<file path="config.mk">
export PLATFORM = sky130hd
export DESIGN_NAME = bloom_filter_writer
export DESIGN_NICKNAME = d
export VERILOG_FILES = /design/src/rtl/bloom_filter_writer.sv
export SDC_FILE = /design/constraint.sdc
export NUM_CORES = 1
export LEC_CHECK = 0
export BUFFER_PORTS_ARGS = -buffer_cell sky130_fd_sc_hd__buf_4
export CAP_MARGIN = 20
export CORE_ASPECT_RATIO = 1.5
export CORE_MARGIN = 5
export CORE_UTILIZATION = 55
export CTS_CLUSTER_SIZE = 25
export DETAILED_ROUTE_END_ITERATION = 10
export PLACE_DENSITY_LB_ADDON = 0.3
export SLEW_MARGIN = 20
export SYNTH_ARGS = -nofsm -noshare
export SYNTH_HDL_FRONTEND = slang
export SYNTH_SLANG_ARGS = --single-unit
</file>
<file path="constraint.sdc">
create_clock -name clk -period 5.15 [get_ports clk]
set_input_delay 0.515 -clock clk [delete_from_list [all_inputs] [get_ports clk]]
set_output_delay 0.515 -clock clk [all_outputs]
set_load 0.005 [all_outputs]
</file>
<file path="src/rtl/bloom_filter_writer.sv">
// Insert-side writer for a shared Bloom bit array: hashes one flow key into NUM_HASH
// single-bit writes, or sweeps the whole array to zero. Optional INSERT_COUNT_EN adds insert_count.
module bloom_filter_writer #(
  parameter int NUM_HASH = 3,
  parameter int ADDR_W   = 8
) (
  input  logic              clk,
  input  logic              reset,
  input  logic [71:0]       ip_pro,
  input  logic [15:0]       src_port,
  input  logic [15:0]       dest_port,
  input  logic              insert_valid,
  output logic              readyIns,
  input  logic              clear_req,
  output logic              bf_wr_en,
  output logic [ADDR_W-1:0] bf_wr_addr,
  output logic              bf_wr_data,
  output logic              ins_done,
  output logic              clear_done
`ifdef INSERT_COUNT_EN
  ,
  output logic [15:0]       insert_count
`endif
);

  localparam logic [2:0] LAST_HASH = 3'(NUM_HASH - 1);

  typedef enum logic [1:0] {IDLE, HASH, CLEAR, DONE} state_t;

  state_t            state;
  logic [103:0]      key_p0;
  logic [2:0]        hash_cnt;
  logic [ADDR_W-1:0] clr_cnt;
  logic              clear_pend;
  logic              op_clear;

  // Byte j of the key is rotated by (i+j) mod 8; the 3-bit add wraps for free.
  function automatic logic [ADDR_W-1:0] hash_index(input logic [103:0] k, input logic [2:0] i);
    logic [7:0]  h;
    logic [15:0] t;
    logic [2:0]  r;
    h = {5'b0, i} * 8'h5B;
    for (int j = 0; j < 13; j++) begin
      r = i + 3'(j);
      t = {k[8*j +: 8], k[8*j +: 8]} << r;
      h = h ^ t[15:8];
    end
    return ADDR_W'(h);
  endfunction

`ifdef INSERT_COUNT_EN
  function automatic logic [15:0] sat_inc16(input logic [15:0] v);
    return (v == 16'hFFFF) ? v : v + 16'd1;
  endfunction
`endif

  always_ff @(posedge clk or negedge reset) begin
    if (!reset) begin
      state      <= IDLE;
      readyIns   <= 1'b0;
      bf_wr_en   <= 1'b0;
      bf_wr_addr <= '0;
      bf_wr_data <= 1'b0;
      ins_done   <= 1'b0;
      clear_done <= 1'b0;
      clear_pend <= 1'b0;
      op_clear   <= 1'b0;
      key_p0     <= '0;
      hash_cnt   <= '0;
      clr_cnt    <= '0;
`ifdef INSERT_COUNT_EN
      insert_count <= '0;
`endif
    end else begin
      bf_wr_en   <= 1'b0;
      bf_wr_data <= 1'b0;
      ins_done   <= 1'b0;
      clear_done <= 1'b0;
      case (state)
        IDLE: begin
          if (!readyIns) begin
            // First cycle out of reset: only advertise readiness.
            readyIns   <= 1'b1;
            clear_pend <= clear_pend | clear_req;
          end else if (clear_req || clear_pend) begin
            state      <= CLEAR;
            clr_cnt    <= '0;
            clear_pend <= 1'b0;
            op_clear   <= 1'b1;
            readyIns   <= 1'b0;
          end else if (insert_valid) begin
            state    <= HASH;
            key_p0   <= {ip_pro, src_port, dest_port};
            hash_cnt <= '0;
            op_clear <= 1'b0;
            readyIns <= 1'b0;
          end
        end
        HASH: begin
          bf_wr_en   <= 1'b1;
          bf_wr_data <= 1'b1;
          bf_wr_addr <= hash_index(key_p0, hash_cnt);
          hash_cnt   <= hash_cnt + 3'd1;
          clear_pend <= clear_pend | clear_req;
          if (hash_cnt == LAST_HASH) state <= DONE;
        end
        CLEAR: begin
          bf_wr_en   <= 1'b1;
          bf_wr_data <= 1'b0;
          bf_wr_addr <= clr_cnt;
          clr_cnt    <= clr_cnt + 1'b1;
          clear_pend <= clear_pend | clear_req;
          if (&clr_cnt) state <= DONE;
        end
        DONE: begin
          ins_done   <= ~op_clear;
          clear_done <= op_clear;
          readyIns   <= 1'b1;
          clear_pend <= clear_pend | clear_req;
          state      <= IDLE;
`ifdef INSERT_COUNT_EN
          insert_count <= op_clear ? 16'd0 : sat_inc16(insert_count);
`endif
        end
      endcase
    end
  end

endmodule

</file>
### Word-level counts from Yosys, hierarchy flattened

Cells that the tools add are included.

* register bits: 132
* output and inout port bits: 13
* input bits: 108
* word-level logic and storage cells: 104

* shift operators: 13
* bitwise gates (word level): 16
* equality and inequality tests: 12
* reductions and logical operators: 15
* $add $sub $neg: 8
* multiplexer cells: 27
* $mul: 1

Operators by type and width (count)
* $shl 16x3->16: 13
* $xor 8x8->8: 13
* $pmux 8 s2: 2
* $mux 8: 2
* $add 3x3->3 const B: 4
* $ne 2x2->1 const B: 6
* $reduce_and 4->1: 3
* $mux 1: 11
* $mux 2: 5
* $reduce_bool 2->1: 5
* $mux 3: 3
* $add 8x1->8 const B: 1
* $mul 3x7->8 const B: 1
* $pmux 2 s4: 1
* $reduce_and 8->1: 1
* $add 3x2->3 const B: 2
* $ne 3x3->1 const B: 2
* $pmux 3 s2: 1
* $reduce_and 3->1: 2
* $eq 2x2->1 const B: 2
* $pmux 1 s2: 2
* $add 3x1->3 const B: 1
* $eq 3x2->1 const B: 1
* $reduce_or 3->1: 1
* 6 further kinds: 7

### Longest topological paths before layout

Gate-level depths: netlist (run 1).

* depth after elaboration: 15
* gate-level depth with buffers: 16
* mapped depth without buffers: 11

### Worst setup path before layout (run 1)

Ideal clock, no wire load.

* path kind: reg2reg
* start: register hash_cnt[1]
* end: register bf_wr_addr[2]
* period minus slack after synthesis: 3539 ps
* library setup time: 119 ps
* stages on the path, launching flop included: 16
* required time: 5031 ps
* path slack: 1611 ps
* arrival: 3420 ps
* buffers on the path: 5
* path through: dfrtp_1 -> buf_4 -> buf_4 -> buf_4 -> inv_1 -> ha_1 -> buf_4 -> buf_6 -> mux4_2 -> xor2_1 -> mux4_2 -> xnor2_2 -> xnor2_1 -> xnor2_1 -> o211ai_1 -> o21a_1

* word-level cells in the longest chain between the ends: 15
* elaborated cells on any way between the ends: 35
* classes of those cells: add/sub: 7; mul: 1; shift: 13; mux: 1; bitwise: 13

RTL lines
* start: declaration: RTL line 32 `logic [2:0] hash_cnt;`
* start signal: assignment: RTL line 103 `hash_cnt <= hash_cnt + 3'd1;`
* $mul 3x7->8, or another cell as far along: RTL line 42 `h = {5'b0, i} * 8'h5B;`
* $xor 8x8->8 or $shl 16x3->16 (tied branches): RTL line 46, 45
* $xor 8x8->8 (11 in series): RTL line 46 `h = h ^ t[15:8];`
* $xor 8x8->8 *: RTL line 46
* $pmux 8 s2 *: RTL line 79 `case (state)`
* end signal: assignment: RTL line 102 `bf_wr_addr <= hash_index(key_p0, hash_cnt);`
* end signal: assignment: RTL line 110 `bf_wr_addr <= clr_cnt;`
* end: declaration: RTL line 16 `output logic [ADDR_W-1:0] bf_wr_addr,`

Mark *: on every way between the ends. The rest lies on a longest branch, timed or not.
A chain may end at the register's enable or synchronous reset.

### Final worst setup path (run 1)

* start: register hash_cnt[0]
* end: register bf_wr_addr[7]

The elaborated chain is that of the path after synthesis.

==> impl_metrics.csv, run 1 <==
group,metric,value,unit
layout,utilization,63.5,%
worst_setup_path,regToRegSetupSlack,1.21,ns
drt,finalWirelength,29.1,mm
clock_network,clock_sinks,132,
sta,timing.fmax,254,MHz
global_route,grt_pass1_vias,8274,
yosys,synthTopCellsByCount,"dfrtp_1, mux4_2, mux2_2, xnor2_1, mux2i_1",
yosys,ys_seq_area_share,28.9,%
sta,finalMaxSlewViolations,0,
die,rows,64,
yosys,synth_area_leader_cell,"dfrtp_1",
drt,drtIter0Drc,656,
worst_setup_path,crit_path_start_kind,"flip-flop",
worst_setup_path,worstRegToRegCells,11,
drt,avgRoutedWirePerCell,23.4,um
worst_setup_path,path_class,"flip-flop to flip-flop",
sta,fin_skew,0.00779,ns
placement,port_buffers,120,
worst_setup_path,crit_fanout,44,
worst_setup_path,r2r_start,"hash_cnt[0]",
worst_setup_path,required,5.44,ns
worst_setup_path,arrival,4.24,ns
global_route,overflow,0,
layout,fin_area,13000,sq um
drt,antenna_left,0,
run_status,status,"finished, final reports clean",
yosys,ys.warnings.count,0,
drt,vias,8061,
clock_network,cts_tree,"built",
placement,dp_hpwl,22.0,mm
sta,finalHoldWorstSlack,0.155,ns
clock_network,numCtsBuffers,17,
placement,place_area,12400,sq um
die,io_pins,121,
clock_network,cts_resized,0,
sta,finalSetupViolCount,0,
clock_network,htree_levels,4,
global_route,grt_pass1_wl,46.5,mm
sta,max-slew-margin-rel,43.9,%
layout,nNetsFinal,1087,
yosys,netlist.area_leader.share,28.9,%
clock_network,post_cts_buffers,0,
yosys,synthTopCellsByArea,"dfrtp_1, mux4_2, mux2_2",
yosys,synthCells,867,
run,max_cap_violations,0,
die,dieArea,23800,sq um
clock_network,ctsRootBufferMaster,"clkbuf_16",
global_route,antenna_found_initial,0,
die,core_area,20400,sq um
global_route,grt_max_degree,76,
sta,period_needed,3.94,ns
yosys,synth_nets,990,
sta,finalSetupTns,0,ns
yosys,syn_area,11400,sq um
yosys,synth_edf_count,0,
hold_path,hold_class,"primary input to async pin",
die,die_x,128,um
drt,vias_per_cell,6.50,
die,initial_core_util,56.0,%
layout,num_antenna_cells,0,
global_route,grt_usage,25.2,%
sta,post-route-period-util,76.5,%
drt,first_pass_iters,5,
worst_setup_path,worst_setup_path_end_kind,"flip-flop",
clock_network,cts_buffer_depth,2,
sta,hold_violations,0,
sta,rsz0062_at_grt,"no",
layout,synthToLayoutAreaGrowth,13.5,%
yosys,syn_area_per_cell,13.2,sq um
die,die_y,187,um
sta,worst_pin_slew,0.841,ns
yosys,ys_ff_latch,132,
yosys,synth_ff_type,"dfrtp_1",
yosys,yosysUniqueCellTypes,52,
clock_network,clkTransAtPathRegs,0.06,ns
worst_setup_path,reg2reg_to,"bf_wr_addr[7]",
yosys,synth.most_common_cell,"dfrtp_1",
yosys,ys_async_sr_fraction,100,%
placement,globalplace.congestion,0.926,
drt,drc,0,
clock_network,clk_latency,0.44,ns
layout,layout-drive-gt1-share,41.8,%
clock_network,cts_hold_buf,0,
[worst max-delay path, cell delays in order, from the launching register on]
cell and delay (ns):
dfrtp_4 0.57, inv_2 0.21, ha_4 0.78, buf_4 0.35, mux4_2 0.61, xor2_1 0.17
nand2_1 0.07, o21ai_0 0.17, xnor2_1 0.29, xnor3_1 0.26, o211ai_1 0.18, o21ai_1 0.09
[how the worst max path moves through the flow]
stage                                to         from  slack [ns]
after CTS                 bf_wr_addr[7]  hash_cnt[0]        1.19
after detailed placement  bf_wr_addr[7]  hash_cnt[0]        1.25
final                     bf_wr_addr[7]  hash_cnt[0]        1.21
after global placement    bf_wr_addr[7]  hash_cnt[0]        1.36
after floorplan           bf_wr_addr[2]  hash_cnt[1]        1.61
after global routing      bf_wr_addr[7]  hash_cnt[0]        1.00
[cell type report]
type | instances | area [sq um]
multi-input cells | 667 | 7710
repair buffers | 133 | 1010
well taps | 264 | 330
clock inverters | 11 | 105
fillers | 1580 | 7450
inverters | 13 | 48.8
flip-flops and latches | 132 | 3310
clock buffers | 21 | 460
[state kept, by name, indices dropped and copies added (netlist names)]
name,count
clr_cnt,8
clear_pend,1
ins_done,1
op_clear,1
bf_wr_addr,8
key_p0,104
bf_wr_en,1
clear_done,1
state,2
bf_wr_data,1
hash_cnt,3
readyIns,1
[layout by cell type, fill, tap and decap left out, types with 3 or more instances in the layout]
| cell type | count |
|---|---|
| mux2_2 | 106 |
| clkinvlp_4 | 4 |
| o221ai_1 | 5 |
| nand2b_1 | 6 |
| ha_1 | 13 |
| xnor3_1 | 5 |
| nor2_1 | 28 |
| buf_4 | 132 |
| nand3_1 | 5 |
| nand2_1 | 31 |
| mux4_2 | 123 |
| mux4_1 | 9 |
| nand4_1 | 3 |
| o21ai_0 | 16 |
| a22o_1 | 4 |
| o221a_2 | 4 |
| dfrtp_1 | 129 |
| clkinv_4 | 4 |
| o21ai_1 | 7 |
| xor2_1 | 64 |
| a221oi_1 | 5 |
| inv_1 | 11 |
| and2_1 | 3 |
| a21oi_1 | 12 |
| nor2b_1 | 3 |
| o22ai_1 | 13 |
| mux2i_1 | 65 |
| xnor2_1 | 106 |
| clkbuf_16 | 17 |
| a22oi_1 | 5 |
[layer usage]
metal	GRT usage [%]	share of wire, %	vias up
met5	0	0	-
met4	13.2	5.0	0
met3	4.55	5.4	73
met2	41.3	52	318
met1	31.7	38	4126
li1	-	-	3544
[stage by stage]
step	std cells	setup WS, ns
3_5_place_dp	1209	1.25
4_1_cts	1241	1.19
6_report	1241	1.21
5_1_grt	1241	1.00
2_1_floorplan	867	1.61
3_3_place_gp	1209	1.36
[cell families after synthesis]
group           after synthesis  synth area share (%)
buf+inv                      68                  3.85
compound gates               85                  5.05
fa+ha+maj                    15                  1.71
mux                         303                  42.4
flops                       132                  28.9
xor+xnor                    179                  14.8
simple gates                 85                  3.29
Power of run 1 is not shown: default switching activity piles up to over one toggle a cycle in this logic, so the estimate is an artifact.
==> run 2: changes to the inputs <==
Settings changed: ABC_AREA set to 1.
Clock period 5.15 ns to 3.75 ns, I/O delays scaled along.
==> run 2 against run 1 <==
Against the previous run: clock skew is 0.00091 ns higher; final area is 0.14% lower; worst setup slack worse by 0.38 ns; register-to-register slack worse by 0.38 ns; flip-flop and latch count stayed put; synthesized cell count is 110% higher; area after synthesis is 0.42% lower; largest cell class unchanged; via count is 49% higher.
==> impl_metrics.csv, run 2 <==
group,metric,value,unit
run_status,status,"finished, final reports clean",
placement,place_area,12300,sq um
worst_setup_path,crit_path_end,"bf_wr_addr[4]",
die,initial_core_util,55.8,%
drt,vias,12000,
worst_setup_path,required,4.07,ns
placement,globalplace.congestion,0.950,
clock_network,numCtsBuffers,17,
drt,avgRoutedWirePerCell,15.9,um
worst_setup_path,arrival,3.25,ns
die,rows,64,
sta,timing.fmax,342,MHz
drt,drc,0,
clock_network,htree_levels,4,
run,max_cap_violations,0,
drt,vias_per_cell,5.49,
placement,dp_hpwl,26.6,mm
worst_setup_path,crit_fanout,17,
clock_network,clkTransAtPathRegs,0.06,ns
worst_setup_path,worstRegToRegCells,17,
sta,period_needed,2.92,ns
clock_network,post_cts_buffers,0,
global_route,grt_max_degree,98,
sta,fin_skew,0.00869,ns
yosys,ys_ff_latch,132,
layout,largest_reg_flops,104,
clock_network,cts_resized,0,
hold_path,hold_class,"primary input to async pin",
layout,final_cell_mix,"nand2_1, nand3_1, inv_1, buf_4, dfrtp_1",
worst_setup_path,worst_setup_path_end_kind,"flip-flop",
layout,max_flop_register,"key_p0",
sta,finalMaxSlewViolations,0,
global_route,antenna_found_initial,0,
global_route,grt_pass1_wl,56.0,mm
sta,post-route-period-util,78.0,%
die,die_x,127,um
layout,nNetsFinal,2034,
yosys,netlist.area_leader.share,29.0,%
layout,mostFrequentLayoutCell,"nand2_1",
layout,utilization,63.4,%
drt,first_pass_iters,8,
die,io_pins,121,
yosys,synth_nets,1966,
layout,num_antenna_cells,0,
drt,antenna_left,0,
die,core_area,20400,sq um
yosys,synthTopCellsByCount,"nand2_1, nand3_1, inv_1",
clock_network,cts_buffer_depth,2,
die,dieArea,23700,sq um
yosys,synth_ff_type,"dfrtp_1",
yosys,ys.warnings.count,0,
layout,layout-drive-gt1-share,14.1,%
sta,worst_pin_slew,0.861,ns
yosys,synth_area_leader_cell,"dfrtp_1",
sta,finalSetupTns,0,ns
worst_setup_path,r2r_start,"hash_cnt[0]",
worst_setup_path,path_class,"flip-flop to flip-flop",
layout,synthToLayoutAreaGrowth,13.8,%
yosys,ys_seq_area_share,29.0,%
sta,hold_violations,0,
drt,drtIter0Drc,906,
yosys,synth.most_common_cell,"nand2_1",
global_route,overflow,0,
clock_network,cts_hold_buf,0,
clock_network,clock_sinks,132,
drt,finalWirelength,34.7,mm
placement,port_buffers,120,
yosys,ys_async_sr_fraction,100,%
worst_setup_path,crit_start,"hash_cnt[0]",
yosys,synthCells,1843,
clock_network,cts_tree,"built",
die,die_y,186,um
yosys,synthTopCellsByArea,"dfrtp_1, nand2_1, nand3_1",
global_route,grt_usage,29.8,%
clock_network,clk_latency,0.43,ns
clock_network,ctsRootBufferMaster,"clkbuf_16",
worst_setup_path,crit_path_start_kind,"flip-flop",
yosys,yosysUniqueCellTypes,38,
worst_setup_path,reg2reg_to,"bf_wr_addr[4]",
sta,max-slew-margin-rel,42.6,%
layout,stdcell_count,2187,
yosys,syn_area,11400,sq um
global_route,grt_pass1_vias,11100,
layout,fin_area,13000,sq um
sta,finalSetupViolCount,0,
placement,dp_cells,2156,
yosys,syn_area_per_cell,6.18,sq um
layout,top_regs,"key_p0: 104 flops, bf_wr_addr: 8 flops, clr_cnt: 8 flops",
sta,rsz0062_at_grt,"no",
yosys,synth_edf_count,0,
worst_setup_path,regToRegSetupSlack,0.83,ns
-- run 2: changes by cell type in the layout (fill, tap and decap cells not counted), sizes merged, moves of 22 or more --
cell / previous run / this run
o21ai: 23 / 109
nor2: 28 / 63
mux2i: 65 / 0
xnor2: 108 / 8
nand2: 31 / 810
mux2: 106 / 62
a21oi: 13 / 66
mux4: 132 / 0
inv: 12 / 141
xor2: 66 / 12
or2: 1 / 23
nand3: 5 / 285
-- run 2: stage by stage --
stage,setup slack (ns),hold WS (ns)
3_5_place_dp,0.859,0.471
2_1_floorplan,1.11,0.0794
5_1_grt,0.529,0.105
4_1_cts,0.845,0.0530
6_report,0.827,0.0215
3_3_place_gp,0.920,0.465
-- run 2: area by class of cell --
cell class	count	area [sq um]
multi-input combinational	1480	7070
fill	1944	7460
clock inverter	11	175
timing repair buffer	139	1100
tap	264	330
inverter	141	529
sequential	132	3310
clock buffer	20	447
-- run 2: worst max-delay path, stage by stage (launching register included) --
cell,delay [ns]
dfrtp_4,0.45
inv_2,0.06
ha_1,0.27
xnor2_2,0.63
buf_4,0.36
nand3_1,0.09
nand2_1,0.07
nand2_1,0.06
nand2_1,0.07
nand2_1,0.05
nand2_1,0.13
nand3_1,0.13
nand2_1,0.10
nand2_1,0.06
nand3_1,0.08
nand3_1,0.07
nand2_1,0.07
nand2_1,0.04
-- run 2: how the worst min path moves through the flow --
stage / start / end / slack, ns / cells past startpoint
after floorplan: reset / bf_wr_addr[0] / 0.08 / 0
after global placement: bf_wr_addr[2] / bf_wr_addr[2] / 0.46 / 2
after detailed placement: bf_wr_addr[2] / bf_wr_addr[2] / 0.47 / 2
after CTS: reset / bf_wr_addr[7] / 0.05 / 1
after global routing: reset / bf_wr_addr[7] / 0.10 / 1
final: reset / bf_wr_addr[7] / 0.02 / 1
-- run 2: per-layer routing --
layer  GRT usage, %  wire [um]  up-vias
met3           4.17       2140       56
met2           49.3      16400      402
met4           11.2       1120        0
met5              0          0        -
li1               -          -     6071
met1           39.8      15100     5473
-- run 2: kinds of logic after synthesis --
| kind of cell | count (synthesis) | share of synthesized area, % |
|---|---|---|
| muxes | 62 | 6.13 |
| buffers and inverters | 231 | 8.97 |
| adders and majority gates | 15 | 1.71 |
| AOI/OAI and AO/OA | 183 | 8.57 |
| xor gates and xnor gates | 20 | 1.97 |
| DFF | 132 | 29.0 |
| and+or+nand+nor | 1200 | 43.6 |
Power of run 2 is left out for the same reason.
